===== config.mk =====
export PLATFORM = sky130hd
export DESIGN_NAME = alu_sched
export DESIGN_NICKNAME = d
export VERILOG_FILES = /design/src/rtl/alu_pkg.sv /design/src/rtl/alu_div_iter.sv /design/src/rtl/alu_sched.sv
export SDC_FILE = /design/constraint.sdc
export NUM_CORES = 1
export LEC_CHECK = 0
export ABC_AREA = 0
export CAP_MARGIN = 40
export CORE_MARGIN = 2
export CORE_UTILIZATION = 50
export CTS_CLUSTER_DIAMETER = 50
export DETAILED_ROUTE_END_ITERATION = 7
export PLACE_DENSITY = 0.88
export SYNTH_ARGS = -nofsm -noshare
export SYNTH_HDL_FRONTEND = slang
export SYNTH_SLANG_ARGS = --single-unit
export TNS_END_PERCENT = 30

===== constraint.sdc =====
create_clock -name clk -period 3.3 [get_ports clk]
set_input_delay 0.66 -clock clk [delete_from_list [all_inputs] [get_ports clk]]
set_output_delay 0.66 -clock clk [all_outputs]
set_load 0.03 [all_outputs]

===== src/rtl/alu_pkg.sv =====
// Shared ALU op codes, scheduler state encoding and latched request type.
package alu_pkg;
  localparam logic [3:0] ALU_XOR  = 4'b0000;
  localparam logic [3:0] ALU_AND  = 4'b0001;
  localparam logic [3:0] ALU_OR   = 4'b0010;
  localparam logic [3:0] ALU_ANDN = 4'b0011;
  localparam logic [3:0] ALU_ADD  = 4'b0100;
  localparam logic [3:0] ALU_SUB  = 4'b0101;
  localparam logic [3:0] ALU_MUL  = 4'b0110;
  localparam logic [3:0] ALU_DIV  = 4'b0111;
  localparam logic [3:0] ALU_SHL  = 4'b1000;
  localparam logic [3:0] ALU_SHR  = 4'b1001;

  localparam int DIV_CYCLES = 32;

  typedef enum logic [1:0] {IDLE, EXEC, DIV, RESP} sched_state_e;

  typedef struct packed {
    logic [3:0]  op;
    logic [31:0] a;
    logic [31:0] b;
  } alu_req_t;
endpackage


===== src/rtl/alu_div_iter.sv =====
// Restoring unsigned divider, one quotient bit per cycle; divide-by-zero
// finishes on the cycle after start with q = all ones.
module alu_div_iter
  import alu_pkg::*;
(
  input  logic        clk,
  input  logic        reset,
  input  logic        start,
  input  logic [31:0] a,
  input  logic [31:0] b,
  output logic        busy,
  output logic        done,
  output logic [31:0] q,
  output logic        div_by_zero
);
  logic [31:0] rem, dvs;
  logic [5:0]  cnt;
  logic [32:0] shl, diff;

  // q doubles as the dividend shift register: dividend bits leave the top
  // while quotient bits enter the bottom.
  assign shl  = {rem, q[31]};
  assign diff = shl - {1'b0, dvs};

  always_ff @(posedge clk) begin
    if (reset) begin
      busy        <= 1'b0;
      done        <= 1'b0;
      div_by_zero <= 1'b0;
      q           <= '0;
      rem         <= '0;
      dvs         <= '0;
      cnt         <= '0;
    end else begin
      done <= 1'b0;
      if (start) begin
        dvs         <= b;
        rem         <= '0;
        div_by_zero <= (b == '0);
        if (b == '0) begin
          q    <= '1;
          done <= 1'b1;
          busy <= 1'b0;
          cnt  <= '0;
        end else begin
          q    <= a;
          busy <= 1'b1;
          cnt  <= 6'(DIV_CYCLES);
        end
      end else if (busy) begin
        q   <= {q[30:0], ~diff[32]};
        rem <= diff[32] ? shl[31:0] : diff[31:0];
        cnt <= cnt - 6'd1;
        if (cnt == 6'd1) begin
          busy <= 1'b0;
          done <= 1'b1;
        end
      end
    end
  end
endmodule


===== src/rtl/alu_sched.sv =====
// Round-robin scheduler sharing one ALU between NUM_REQ requesters, with an
// iterative divider. Optional counters under ALU_SCHED_STATS_EN.
module alu_sched
  import alu_pkg::*;
#(
  parameter int NUM_REQ = 2,
  parameter int ID_W    = (NUM_REQ > 1) ? $clog2(NUM_REQ) : 1
) (
  input  logic                  clk,
  input  logic                  reset,
  input  logic [NUM_REQ-1:0]    req_valid,
  output logic [NUM_REQ-1:0]    req_ready,
  input  logic [4*NUM_REQ-1:0]  req_op,
  input  logic [32*NUM_REQ-1:0] req_a,
  input  logic [32*NUM_REQ-1:0] req_b,
  output logic [3:0]            alu_op,
  output logic [31:0]           alu_a,
  output logic [31:0]           alu_b,
  input  logic [31:0]           alu_res,
  output logic                  resp_valid,
  input  logic                  resp_ready,
  output logic [ID_W-1:0]       resp_id,
  output logic [31:0]           resp_res,
  output logic                  resp_zero,
  output logic                  resp_neg,
  output logic                  resp_nan
`ifdef ALU_SCHED_STATS_EN
  ,
  output logic [31:0]           stat_busy_cycles,
  output logic [31:0]           stat_div_count
`endif
);
  sched_state_e state;
  logic [ID_W-1:0] rr_ptr, gnt_idx, id_q;
  logic            gnt_any, gnt, cap;
  logic [NUM_REQ-1:0][3:0]  op_v;
  logic [NUM_REQ-1:0][31:0] a_v, b_v;
  alu_req_t        sel, cur;
  logic [31:0]     res_nxt, div_q;
  logic            div_start, div_busy, div_done, div_dbz;
  logic [ID_W:0]   cand;

  assign op_v = req_op;
  assign a_v  = req_a;
  assign b_v  = req_b;

  // First valid requester at or after rr_ptr, wrapping modulo NUM_REQ.
  always_comb begin
    gnt_any = 1'b0;
    gnt_idx = '0;
    cand    = '0;
    for (int k = 0; k < NUM_REQ; k++) begin
      cand = {1'b0, rr_ptr} + (ID_W+1)'(k);
      if (cand >= (ID_W+1)'(NUM_REQ)) cand = cand - (ID_W+1)'(NUM_REQ);
      if (!gnt_any && req_valid[cand[ID_W-1:0]]) begin
        gnt_any = 1'b1;
        gnt_idx = cand[ID_W-1:0];
      end
    end
  end

  assign gnt = !reset && (state == IDLE) && !div_busy && gnt_any;

  always_comb begin
    req_ready = '0;
    if (gnt) req_ready[gnt_idx] = 1'b1;
  end

  assign sel.op    = op_v[gnt_idx];
  assign sel.a     = a_v[gnt_idx];
  assign sel.b     = b_v[gnt_idx];
  assign div_start = gnt && (sel.op == ALU_DIV);

  alu_div_iter u_div (
    .clk         (clk),
    .reset       (reset),
    .start       (div_start),
    .a           (sel.a),
    .b           (sel.b),
    .busy        (div_busy),
    .done        (div_done),
    .q           (div_q),
    .div_by_zero (div_dbz)
  );

  // ALU sees the latched request only; it holds still between operations.
  assign alu_op  = cur.op;
  assign alu_a   = cur.a;
  assign alu_b   = cur.b;
  assign resp_id = id_q;

  assign cap     = (state == EXEC) || ((state == DIV) && div_done);
  assign res_nxt = (state == DIV) ? div_q : alu_res;

  always_ff @(posedge clk) begin
    if (reset) begin
      state      <= IDLE;
      rr_ptr     <= '0;
      cur        <= '0;
      id_q       <= '0;
      resp_valid <= 1'b0;
      resp_res   <= '0;
      resp_zero  <= 1'b0;
      resp_neg   <= 1'b0;
      resp_nan   <= 1'b0;
    end else if (cap) begin
      resp_res   <= res_nxt;
      resp_zero  <= (res_nxt == '0);
      resp_neg   <= res_nxt[31];
      resp_nan   <= (state == DIV) && div_dbz;
      resp_valid <= 1'b1;
      state      <= RESP;
    end else begin
      case (state)
        IDLE: if (gnt) begin
          cur    <= sel;
          id_q   <= gnt_idx;
          rr_ptr <= (gnt_idx == ID_W'(NUM_REQ-1)) ? '0 : gnt_idx + 1'b1;
          state  <= (sel.op == ALU_DIV) ? DIV : EXEC;
        end
        RESP: if (resp_ready) begin
          resp_valid <= 1'b0;
          state      <= IDLE;
        end
        default: ;
      endcase
    end
  end

`ifdef ALU_SCHED_STATS_EN
  always_ff @(posedge clk) begin
    if (reset) begin
      stat_busy_cycles <= '0;
      stat_div_count   <= '0;
    end else begin
      if (state != IDLE) stat_busy_cycles <= stat_busy_cycles + 32'd1;
      if (div_start)     stat_div_count   <= stat_div_count + 32'd1;
    end
  end
`endif
endmodule


Yosys cells after proc, flatten, opt, wreduce, memory -nomap -nowiden
Cells that the tools add are included.

storage, ports and cells
  register bits = 213
  logic and storage cells = 106

operators by class
  add/sub/neg operators = 6
  order comparisons = 6
  eq/ne operators = 7
  multiplexer cells = 44
  bitwise operators = 2
  reductions and logical operators = 23

operators by type and width
  cell                   count
  $mux W32               9
  $logic_not A32 Y1      2
  $sub A33 B32 Y33       1
  $mux W1                23
  $mux W6                3
  $mux W2                5
  $logic_and A1 B1 Y1    8
  $mux W4                2
  $eq A6 B1 Y1 const B   1
  $lt A1 B2 Y1 const B   3
  $ne A3 B3 Y1 const B   2
  $reduce_and A3 Y1      2
  $reduce_bool A2 Y1     3
  $sub A6 B1 Y6 const B  1
  $eq A2 B2 Y1 const B   2
  $eq A4 B3 Y1 const B   1
  $pmux W2 S2            1
  $logic_not A1 Y1       3
  $reduce_bool A3 Y1     1
  $add A1 B1 Y2 const B  1
  $eq A2 B1 Y1 const B   1
  $ge A1 B2 Y1 const B   1
  $ge A2 B2 Y1 const B   1
  $logic_not A2 Y1       1
  other kinds (8)        10

Logic depth before layout (Yosys ltp)
  depth after elaboration = 15
  depth in mapped cells = 14
  depth with buffers taken out = 12

Cells and area by module
A second synthesis with hierarchy kept.

second synthesis, totals
  cells, all modules = 1,481
  area total of the unflattened synthesis = 11,572.3 µm²

modules (own cells, without submodules)
  module        instances  cells each  area an instance (µm²)  sequential area each (µm²)
  alu_div_iter  1          869         6,590.1                 2,102.0
  alu_sched     1          612         4,982.3                 2,142.1

Worst setup path after synthesis
Ideal clock, no wire load.

  path kind = register to register
  start = reg u_div.q[31]
  end = reg u_div.rem[30]
  setup time = 0.074 ns
  data arrival time = 2.920 ns
  slack = 0.306 ns
  stages on the path, launching flop included = 15
  path buffers = 2
  cells stage by stage = dfxtp_1 inv_1 ha_1 fa_1 nand2b_1 a21oi_1 o41ai_1 o21a_1 o21a_4 o21ai_4 xnor2_1 buf_6 clkbuf_1 nand2_1 a31oi_1

on the way
  word-level cells in the longest chain between the ends = 2

ends and longest elaborated chain
  what                    line                RTL
  start, declared         alu_div_iter.sv:13  output logic [31:0] q,
  start signal, assigned  alu_div_iter.sv:51  q <= {q[30:0], ~diff[32]};
  $sub A33 B32 Y33        alu_div_iter.sv:23  assign diff = shl - {1'b0, dvs};
  $mux W32                alu_div_iter.sv:52  rem <= diff[32] ? shl[31:0] : diff[31:0];
  end signal, assigned    alu_div_iter.sv:52
  end, declared           alu_div_iter.sv:16  logic [31:0] rem, dvs;

No other way between the ends.
A chain may end at the register's enable or synchronous reset.

Final worst setup path
  start = reg u_div.q[31]
  end = reg u_div.rem[23]

Same word-level chain as after synthesis.

==> results_dict.tcl <==
set metrics [dict create \
    outcome "finished clean" \
    nNetsFinal 1725 \
    cp.required_ns 3.69 \
    overflow 0 \
    multi_input_area_um2 6230 \
    syn_area_um2 11000 \
    wire_per_inst_um 19.7 \
    hold_path_end "u_div.rem[22]" \
    drc 0 \
    finalClockSkew_ns 0.0107 \
    layout_commonest_cell "clkdlybuf4s50_1" \
    reg2reg_slack_ns 0.12 \
    ir_drop_mv 0.421 \
    seq_area_um2 4250 \
    synth-edff-count 0 \
    final_antenna_net_count 0 \
    finalSetupViolations 0 \
    cap_violations 0 \
    place_hpwl_mm 25.8 \
    drt_iter0_markers 817 \
    fin_util_pct 69.4 \
    vias 11100 \
    die_x_um 152 \
    clk_path_buf_depth 3 \
    syn_nets 1476 \
    antenna_found_initial 1 \
    slew_headroom_pct 42.1 \
    finalHoldViolations 0 \
    report.final.slew_viol_count 0 \
    grt_pass1_vias 11000 \
    dieArea_um2 23100 \
    drive_gt1_share_pct 6.90 \
    stdcell_count 1817 \
    place_inst 1765 \
    synth_cell_types 61 \
    die-height_um 152 \
    via_per_inst 6.09 \
    rows 54 \
    ys_seq_area_share_pct 38.7 \
    syn2layout_area_growth_pct 37.4 \
    htree_levels 1 \
    routed_wl_mm 35.8 \
    initial_core_util_pct 50.5 \
    r2r_start "u_div.q[31]" \
    portBuffers 279 \
    cellPowerDensity_nw_per_um2 545 \
    synth.avg_cell_area_um2 8.64 \
    worst-setup-path-type "reg2reg" \
    critPathMaxFanout 13 \
    grt_setup_unrepaired "yes" \
    tritoncts "built" \
    syn_inst 1268 \
    arrival_ns 3.57 \
    yosys_warnings 0 \
    period_minus_slack_ns 3.18 \
    crit_path_end_kind "flip-flop" \
    holdCritPathClass "reg2reg" \
    fill_cells 1507 \
    fmax_ghz 0.315 \
    cts_root_buffer "clkbuf_16" \
    final_cell_mix "clkdlybuf4s50_1 (276), dfxtp_1 (211), nor2_1 (186)" \
    cellLeakagePower_nw 5.85 \
    hold_start "u_div.rem[21]" \
    power_mw 8.20 \
    crit_start "u_div.q[31]" \
    firstDrtPassIters 5 \
    cts.sinks 212 \
    grtUsageTotal_pct 29.8 \
    timing.rr.end "u_div.rem[23]" \
    cts_inserted_buffers 27 \
    core_area_um2 21700 \
    reg2reg_depth 13 \
    dpl_cell_area_um2 14100 \
    async_flop_share_pct 0 \
    grt_pass1_wl_mm 57.4 \
    hold_depth 2 \
    io_pins 280 \
    fin_crit_sh_pct 96.2 \
    tightest_slew_ns 0.869 \
    stdcell_area_um2 15100 \
    clk_pin_slew_ns 0.06 \
    ys_seq_elements 212 \
    gp_congestion 0.955 \
    startpoint_type "flip-flop" \
    ys.flop_type "dfxtp_1" \
    clk_latency_ns 0.53 \
    grt_max_degree 177 \
]
==> per-layer routing <==
layer | share of wire, % | wire length (µm) | track usage [%] | vias to the layer above
met3 | 7.0 | 2520 | 4.96 | 112
met5 | 0 | 0 | 0 | -
met4 | 4.3 | 1540 | 13.1 | 0
met1 | 41 | 14500 | 37.5 | 5264
met2 | 48 | 17300 | 50.4 | 494
li1 | - | - | - | 5192
==> synthesized netlist by cell type (6+ instances only) <==
cell	number	share of area, %
o21ai_0	48	2.2
xor2_1	8	0.64
or3_1	7	0.40
a21oi_1	38	1.7
nor2b_1	6	0.34
buf_1	9	0.31
xnor2_1	20	1.6
nand2b_1	14	0.80
a221oi_1	32	2.6
nor3_1	17	0.78
a31oi_1	21	1.2
a211oi_1	141	9.7
mux2i_1	134	12
a21o_1	6	0.41
dfxtp_1	212	39
nand4_1	16	0.91
clkbuf_1	82	2.8
inv_1	46	1.6
ha_1	34	3.9
o31ai_1	7	0.48
nand3_1	19	0.87
nand2_1	57	2.0
nor4_1	32	1.8
o21a_1	6	0.41
and2_1	6	0.34
nor2_1	187	6.4
==> power by group <==
group | internal [mW] | switching, mW | total (mW)
clock | 1.85 | 1.19 | 3.04
sequential | 2.73 | 0.113 | 2.84
combinational | 1.01 | 1.32 | 2.32
==> registers in the layout, summed over array words and instances (netlist names) <==
register           count
resp_res              32
u_div.dvs             32
u_div.done             1
rr_ptr                 1
resp_valid             1
resp_nan               1
u_div.div_by_zero      1
u_div.busy             1
resp_id                1
u_div.rem             32
state                  2
alu_b                 32
alu_a                 32
alu_op                 4
resp_zero              1
u_div.cnt              6
u_div.q               32
==> how the worst max path moves through the flow <==
stage,slack (ns),endpoint
finish,0.12,u_div.rem[23]
global route,-0.03,u_div.rem[0]
CTS,0.07,req_ready[1]
detailed placement,0.09,u_div.rem[13]
global placement,0.15,u_div.rem[0]
floorplan,0.31,u_div.rem[30]
==> critical path, stage by stage, from the launching register on <==
cell,delay [ns]
dfxtp_1,0.32
inv_1,0.06
ha_1,0.23
fa_1,0.38
nand2b_1,0.20
a21oi_2,0.19
o41ai_1,0.14
o21a_1,0.25
o21a_4,0.25
o21ai_4,0.27
xor2_2,0.19
buf_4,0.23
mux2i_1,0.23
a211oi_1,0.09
==> final cells by class <==
| class | count | area share, % |
|---|---|---|
| Antenna cell | 1 | 0.0166 |
| Clock buffer | 30 | 4.63 |
| Clock inverter | 18 | 1.51 |
| Inverter | 46 | 1.15 |
| Multi-Input combinational cell | 913 | 41.4 |
| Sequential cell | 212 | 28.2 |
| Tap cell | 280 | 2.33 |
| Timing Repair Buffer | 317 | 20.8 |
==> timing repair <==
item	in CTS	in global routing
endpoints found under the setup margin	1	30
pin swaps	0	2
hold buffers	0	0
setup buffers	0	3
resized for setup	1	4
==> kinds of logic after synthesis <==
| group | share of synthesized area (%) |
|---|---|
| and+or+nand+nor | 15.7 |
| AOI/OAI and AO/OA | 21.9 |
| DFF | 38.7 |
| buffers and inverters | 5.09 |
| muxes | 12.2 |
| adders and majority gates | 4.07 |
| xor gates and xnor gates | 2.24 |
==> per-stage QoR <==
step	hold slack [ns]	setup TNS, ns	setup WS [ns]
2_1_floorplan	0.460	0	0.306
3_3_place_gp	0.469	0	0.154
3_5_place_dp	0.486	0	0.0911
4_1_cts	0.496	0	0.0677
5_1_grt	0.517	-0.0274	-0.0274
6_report	0.498	0	0.124
No activity file was read; power rests on OpenSTA's default activity.
